`src/rtl/mem_ctrl_pkg.sv`:
```
// Shared types and default address-window constants for the CPU memory access sequencer.
package mem_ctrl_pkg;

  localparam logic [31:0] INT_BASE_DEF    = 32'h0000_1730;
  localparam logic [31:0] INT_LAST_DEF    = 32'h0000_1B2F;
  localparam int          INT_AW_DEF      = 8;
  localparam int          EXT_TIMEOUT_DEF = 16;

  typedef enum logic [2:0] {
    IDLE,
    INT_ACC,
    INT_RSP,
    EXT_WAIT,
    RSP
  } state_t;

  // Request captured on accept and held for the whole transaction.
  typedef struct packed {
    logic        we;
    logic [31:0] addr;
    logic [31:0] wdata;
  } req_t;

endpackage

```
`src/rtl/mem_region_decode.sv`:
```
// Combinational address decode: internal-window hit flag plus word offset into the internal RAM.
module mem_region_decode
  import mem_ctrl_pkg::*;
#(
  parameter logic [31:0] INT_BASE = INT_BASE_DEF,
  parameter logic [31:0] INT_LAST = INT_LAST_DEF,
  parameter int          INT_AW   = INT_AW_DEF
) (
  input  logic [31:0]       i_addr,
  output logic              o_is_int,
  output logic [INT_AW-1:0] o_offset
);

  logic [31:0] w_diff;

  assign w_diff   = i_addr - INT_BASE;
  assign o_is_int = (i_addr >= INT_BASE) && (i_addr <= INT_LAST);
  // Offset wraps within the RAM; only meaningful when o_is_int is set.
  assign o_offset = INT_AW'(w_diff >> 2);

endmodule

```
`src/rtl/mem_access_ctrl.sv`:
```
// Routes each CPU load/store to the internal RAM (fixed latency) or the external
// req/ack bus (variable latency, timeout), stalling the core via cpu_busy.
module mem_access_ctrl
  import mem_ctrl_pkg::*;
#(
  parameter logic [31:0] INT_BASE    = INT_BASE_DEF,
  parameter logic [31:0] INT_LAST    = INT_LAST_DEF,
  parameter int          INT_AW      = INT_AW_DEF,
  parameter int          EXT_TIMEOUT = EXT_TIMEOUT_DEF
) (
  input  logic              clk,
  input  logic              rst_n,
  input  logic              cpu_req,
  input  logic              cpu_we,
  input  logic [31:0]       cpu_addr,
  input  logic [31:0]       cpu_wdata,
  output logic [31:0]       cpu_rdata,
  output logic              cpu_ready,
  output logic              cpu_busy,
  output logic              cpu_err,
  output logic              int_en,
  output logic              int_we,
  output logic [INT_AW-1:0] int_addr,
  output logic [31:0]       int_wdata,
  input  logic [31:0]       int_rdata,
  output logic              ext_req,
  output logic              ext_we,
  output logic [31:0]       ext_addr,
  output logic [31:0]       ext_wdata,
  input  logic [31:0]       ext_rdata,
  input  logic              ext_ack
);

  localparam int             CW       = $clog2(EXT_TIMEOUT) + 1;
  localparam logic [CW-1:0]  CNT_LAST = CW'(EXT_TIMEOUT - 1);

  if ((INT_LAST - INT_BASE + 32'd1) != 32'd1024 || (32'd4 << INT_AW) != 32'd1024) begin : g_bad_window
    $error("mem_access_ctrl: internal window must span exactly 1 KiB of INT_AW-addressed words");
  end

  state_t            r_state, w_next;
  req_t              r_req;
  logic [INT_AW-1:0] r_off;
  logic [CW-1:0]     r_cnt;
  logic [31:0]       r_rdata;
  logic              r_err;

  logic              w_is_int;
  logic [INT_AW-1:0] w_off;
  logic              w_accept, w_ack, w_tmo;
  logic              w_int_en, w_ext_req, w_ready, w_rsp;

  mem_region_decode #(
    .INT_BASE (INT_BASE),
    .INT_LAST (INT_LAST),
    .INT_AW   (INT_AW)
  ) u_decode (
    .i_addr   (cpu_addr),
    .o_is_int (w_is_int),
    .o_offset (w_off)
  );

  assign w_accept = (r_state == IDLE) && cpu_req;
  // Ack is only honoured while the request is up; it beats a same-cycle timeout.
  assign w_ack    = (r_state == EXT_WAIT) && ext_ack;
  assign w_tmo    = (r_state == EXT_WAIT) && !ext_ack && (r_cnt == CNT_LAST);

  always_ff @(posedge clk or negedge rst_n) begin
    if (!rst_n) r_state <= IDLE;
    else        r_state <= w_next;
  end

  always_comb begin
    w_next    = r_state;
    w_int_en  = 1'b0;
    w_ext_req = 1'b0;
    w_ready   = 1'b0;
    w_rsp     = 1'b0;
    unique case (r_state)
      IDLE:     if (cpu_req) w_next = w_is_int ? INT_ACC : EXT_WAIT;
      INT_ACC:  begin w_int_en = 1'b1; w_next = INT_RSP; end
      INT_RSP:  begin w_ready = 1'b1; w_next = IDLE; end
      EXT_WAIT: begin
        w_ext_req = 1'b1;
        if (w_ack || w_tmo) w_next = RSP;
      end
      RSP:      begin w_ready = 1'b1; w_rsp = 1'b1; w_next = IDLE; end
      default:  w_next = IDLE;
    endcase
  end

  always_ff @(posedge clk or negedge rst_n) begin
    if (!rst_n) begin
      r_req   <= '0;
      r_off   <= '0;
      r_cnt   <= '0;
      r_rdata <= '0;
      r_err   <= 1'b0;
    end else begin
      if (w_accept) begin
        r_req <= '{we: cpu_we, addr: cpu_addr, wdata: cpu_wdata};
        r_off <= w_off;
      end
      if (r_state == EXT_WAIT) r_cnt <= r_cnt + CW'(1);
      else                     r_cnt <= '0;
      // Stores never touch the returned-data register.
      if (!r_req.we) begin
        if (r_state == INT_RSP) r_rdata <= int_rdata;
        else if (w_ack)         r_rdata <= ext_rdata;
        else if (w_tmo)         r_rdata <= '0;
      end
      if (w_ack)      r_err <= 1'b0;
      else if (w_tmo) r_err <= 1'b1;
    end
  end

  // Internal load data is forwarded straight through in the response cycle.
  assign cpu_rdata = (r_state == INT_RSP && !r_req.we) ? int_rdata : r_rdata;
  assign cpu_ready = w_ready;
  assign cpu_busy  = (r_state != IDLE);
  assign cpu_err   = w_rsp && r_err;

  assign int_en    = w_int_en;
  assign int_we    = w_int_en && r_req.we;
  assign int_addr  = r_off;
  assign int_wdata = r_req.wdata;

  assign ext_req   = w_ext_req;
  assign ext_we    = r_req.we;
  assign ext_addr  = r_req.addr;
  assign ext_wdata = r_req.wdata;

endmodule

```
`config.mk`:
```
export PLATFORM = sky130hd
export DESIGN_NAME = mem_access_ctrl
export DESIGN_NICKNAME = d
export VERILOG_FILES = /design/src/rtl/mem_ctrl_pkg.sv /design/src/rtl/mem_region_decode.sv /design/src/rtl/mem_access_ctrl.sv
export SDC_FILE = /design/constraint.sdc
export NUM_CORES = 1
export LEC_CHECK = 0
export BUFFER_PORTS_ARGS = -buffer_cell sky130_fd_sc_hd__buf_2
export CORE_MARGIN = 5
export CORE_UTILIZATION = 50
export DETAILED_ROUTE_END_ITERATION = 8
export GPL_TIMING_DRIVEN = 0
export PLACE_DENSITY = 0.92
export SYNTH_ARGS = -nofsm -noshare
export SYNTH_HDL_FRONTEND = slang
export SYNTH_SLANG_ARGS = --single-unit
```
`constraint.sdc`:
```
create_clock -name clk -period 4.7 [get_ports clk]
set_input_delay 0.235 -clock clk [delete_from_list [all_inputs] [get_ports clk]]
set_output_delay 0.235 -clock clk [all_outputs]
set_load 0.02 [all_outputs]
```
==> flow_metrics.py <==
metrics = {
    "flow_run": {
        "max_cap_violations": 0,
    },
    "synthesis": {
        "synth_edf_count": 0,
        "syn_area_mm2": 0.005530,
        "synth_top_family_by_area": "simple AND/OR/NAND/NOR gates",
        "yosysWarnings": 0,
        "synth.avg_cell_area_um2": 9.519,
        "seq_area_frac_synth": 0.5068,
        "ys_ff_latch": 112,
        "synthXorXnorAreaFrac": 0.009502,
        "synthCells": 581,
        "async_flop_share": 1.000,
        "synth-main-ff-cell": "dfrtp_1",
        "yosysUniqueCellTypes": 41,
        "synth-simple-area-share": 0.2045,
        "synth_nets": 718,
        "synth_fa_ha_area_frac": 0.009050,
        "synth-compound-area-share": 0.1133,
        "synthMuxAreaShare": 0.06516,
    },
    "pwr": {
        "combPwrFrac": 0.589,
        "powerDensity_mw_per_mm2": 766.3,
        "peakVddDrop_mv": 0.5513,
        "p_clk_frac": 0.107,
        "swShare": 0.4780,
        "internal-power_uw": 2936,
        "leakage_uw": 0.003994,
        "pwr-share-seq": 0.305,
        "power.switching_uw": 2688,
        "power_uw": 5624,
    },
    "clock_tree": {
        "numCtsBuffers": 9,
        "cts_tree": "yes",
        "root_buffer": "clkbuf_8",
        "clock-sinks": 112,
        "post_cts_resize_count": 0,
        "clk_pin_slew_ns": 0.13,
        "cts-htree-levels": 3,
        "clock_latency_ns": 0.38,
        "ctsLongestPathBuffers": 2,
    },
    "floorplanning": {
        "die_width_um": 115.2,
        "start_util": 0.5102,
        "die_area_mm2": 0.01326,
        "die_h_um": 115.2,
        "pin_count": 276,
        "fp-row-count": 38,
        "coreArea_mm2": 0.01084,
    },
    "critical_path": {
        "endpoint_kind": "output pin",
        "path_class": "flip-flop to output pin",
        "startpoint_type": "flip-flop",
        "cp.arrival_ns": 2.28,
        "cp.required_ns": 4.47,
        "cp_max_fo": 10,
    },
    "place": {
        "gp_congestion": 0.8656,
        "pre_cts_ws_ns": 2.393,
        "hpwl_um": 12270,
        "port_buffers": 275,
    },
    "detailed_routing": {
        "vias_per_cell": 5.070,
        "antenna_left": 0,
        "drt_iter0_drc": 278,
        "vias": 5141,
        "wl_um": 15670,
        "avgRoutedWirePerCell_um": 15.46,
        "firstDrtPassIters": 4,
        "drc": 0,
    },
    "finish": {
        "area.sequential_mm2": 0.002803,
        "multi_input_area_mm2": 0.002221,
        "nFillCells": 861,
        "final_common_cell": "buf_2",
        "nNetsFinal": 1006,
        "synthToLayoutAreaGrowth_pct": 32.71,
        "final_cell_mix": "buf_2, nand2_1, dfrtp_1, buf_4, nor2_1",
        "fin_util": 0.6771,
        "drive_gt1_frac": 0.4794,
        "n_antenna_cell": 0,
    },
    "sta": {
        "finalMaxSlewViolations": 0,
        "worstMarginPinSlew_ns": 0.8181,
        "max_slew_margin": 0.4546,
        "fin_skew_ns": 0.01941,
        "setup_slack_ns": 2.187,
        "finalCritPeriodShare": 0.5346,
        "finalHoldWorstSlack_ns": 0.03698,
        "tns_ns": 0,
        "fmax_ghz": 0.3980,
        "finalHoldViolations": 0,
        "period_minus_slack_ns": 2.513,
        "setup_viol": 0,
        "grt_setup_unrepaired": "no",
    },
    "global_route": {
        "grt_usage": 0.2296,
        "antenna_found_initial": 0,
        "grt_max_degree": 62,
        "grt_pass1_vias": 5052,
        "grt_pass1_wl_um": 24430,
        "grt_overflow_total": 0,
    },
    "worst_hold_path": {
        "hold_path.class": "primary input to flip-flop",
    },
    "run_status": {
        "status": "complete, no violations",
    },
}
synth_stat cells, types with 2 or more instances:
| master | number | area (µm²) |
|---|---|---|
| a22oi_1 | 32 | 240.2 |
| and2_1 | 4 | 25.02 |
| nand2_1 | 206 | 773.2 |
| dfrtp_1 | 112 | 2803 |
| nor2_1 | 39 | 146.4 |
| inv_1 | 3 | 11.26 |
| clkbuf_1 | 9 | 33.78 |
| buf_6 | 8 | 90.09 |
| nor3b_1 | 2 | 15.01 |
| ha_1 | 4 | 50.05 |
| o21ai_0 | 7 | 35.03 |
| a21oi_2 | 28 | 245.2 |
| nor4_1 | 4 | 25.02 |
| nor2_2 | 3 | 18.77 |
| mux2_2 | 30 | 337.8 |
| mux2_1 | 2 | 22.52 |
| nand3_1 | 2 | 10.01 |
| a21oi_1 | 6 | 30.03 |
| buf_4 | 40 | 300.3 |
| inv_2 | 2 | 7.510 |
| buf_2 | 11 | 55.05 |
| nor3_1 | 4 | 20.02 |
| xnor2_1 | 2 | 17.52 |
| xor2_1 | 4 | 35.03 |
state kept, by name (all words and copies together), names as in the netlist:
| signal | count |
|---|---|
| r_err | 1 |
| ext_we | 1 |
| r_state | 3 |
| ext_wdata | 32 |
| r_cnt | 5 |
| r_rdata | 32 |
| int_addr | 6 |
| ext_addr | 32 |
per-layer routing:
metal | vias to the layer above | GRT usage | wire, µm
met5 | - | 0 | 0
met4 | 0 | 0.07981 | 436
met3 | 36 | 0.05000 | 1116
met2 | 204 | 0.3889 | 7922
met1 | 2448 | 0.2917 | 6197
li1 | 2453 | - | -
stage by stage:
stage                     area [µm²]  instances
after floorplan                 5530        581
after global routing            7340       1014
after global placement          7082        996
after CTS                       7340       1014
final                           7340       1014
after detailed placement        7112        997
cell type report:
cell class / count / share of cell area
sequential: 112 / 0.3819
tap: 140 / 0.02387
buffer: 69 / 0.06648
inverter: 5 / 0.002557
clock buffer: 9 / 0.01688
timing repair buffer: 277 / 0.1930
multi-input combinational: 395 / 0.3026
clock inverter: 7 / 0.01279
what timing repair did:
action,4_1_cts,5_1_grt
setup buffers,0,0
hold buffers,1,0
hold endpoints to repair,51,0
cell families (layout without fill, tap and decap cells):
logic type	after synthesis	in the layout
flip-flops	112	112
XOR/XNOR	6	6
adder cells (fa/ha/maj)	4	4
AO/OA/AOI/OAI	80	80
AND/OR/NAND/NOR	273	273
buffers and inverters	74	367
multiplexers	32	32
worst paths after layout:
check / startpoint / endpoint / slack [ns] / depth (start not counted)
max: r_state[1]$_DFFE_PN0P_ / cpu_rdata[1] / 2.19 / 6
min: cpu_wdata[27] / ext_wdata[27]$_DFFE_PN0P_ / 0.04 / 3
max reg2reg: r_cnt[0]$_DFF_PN0_ / r_rdata[21]$_DFFE_PN0P_ / 2.37 / 8
min reg2reg: r_cnt[0]$_DFF_PN0_ / r_cnt[0]$_DFF_PN0_ / 0.47 / 1
max in group asynchronous: rst_n / r_rdata[8]$_DFFE_PN0P_ / 3.52 / 3
min in group asynchronous: rst_n / ext_wdata[28]$_DFFE_PN0P_ / 0.42 / 2
power by group through the flow:
stage,sequential (µW),clock (µW),combinational [µW]
3_5_place_dp,1720,0,3340
2_1_floorplan,2040,0,1960
4_1_cts,1710,615,3340
5_1_grt,1770,654,3590
3_3_place_gp,1710,0,3250
6_report,1710,601,3310
critical path, cell delays in order (launching register included):
cell,delay [ns]
dfrtp_1,0.34
buf_4,0.16
inv_2,0.08
nor4_4,0.43
buf_2,0.34
mux2_1,0.39
buf_2,0.17
(Power assumes the default switching activity.)
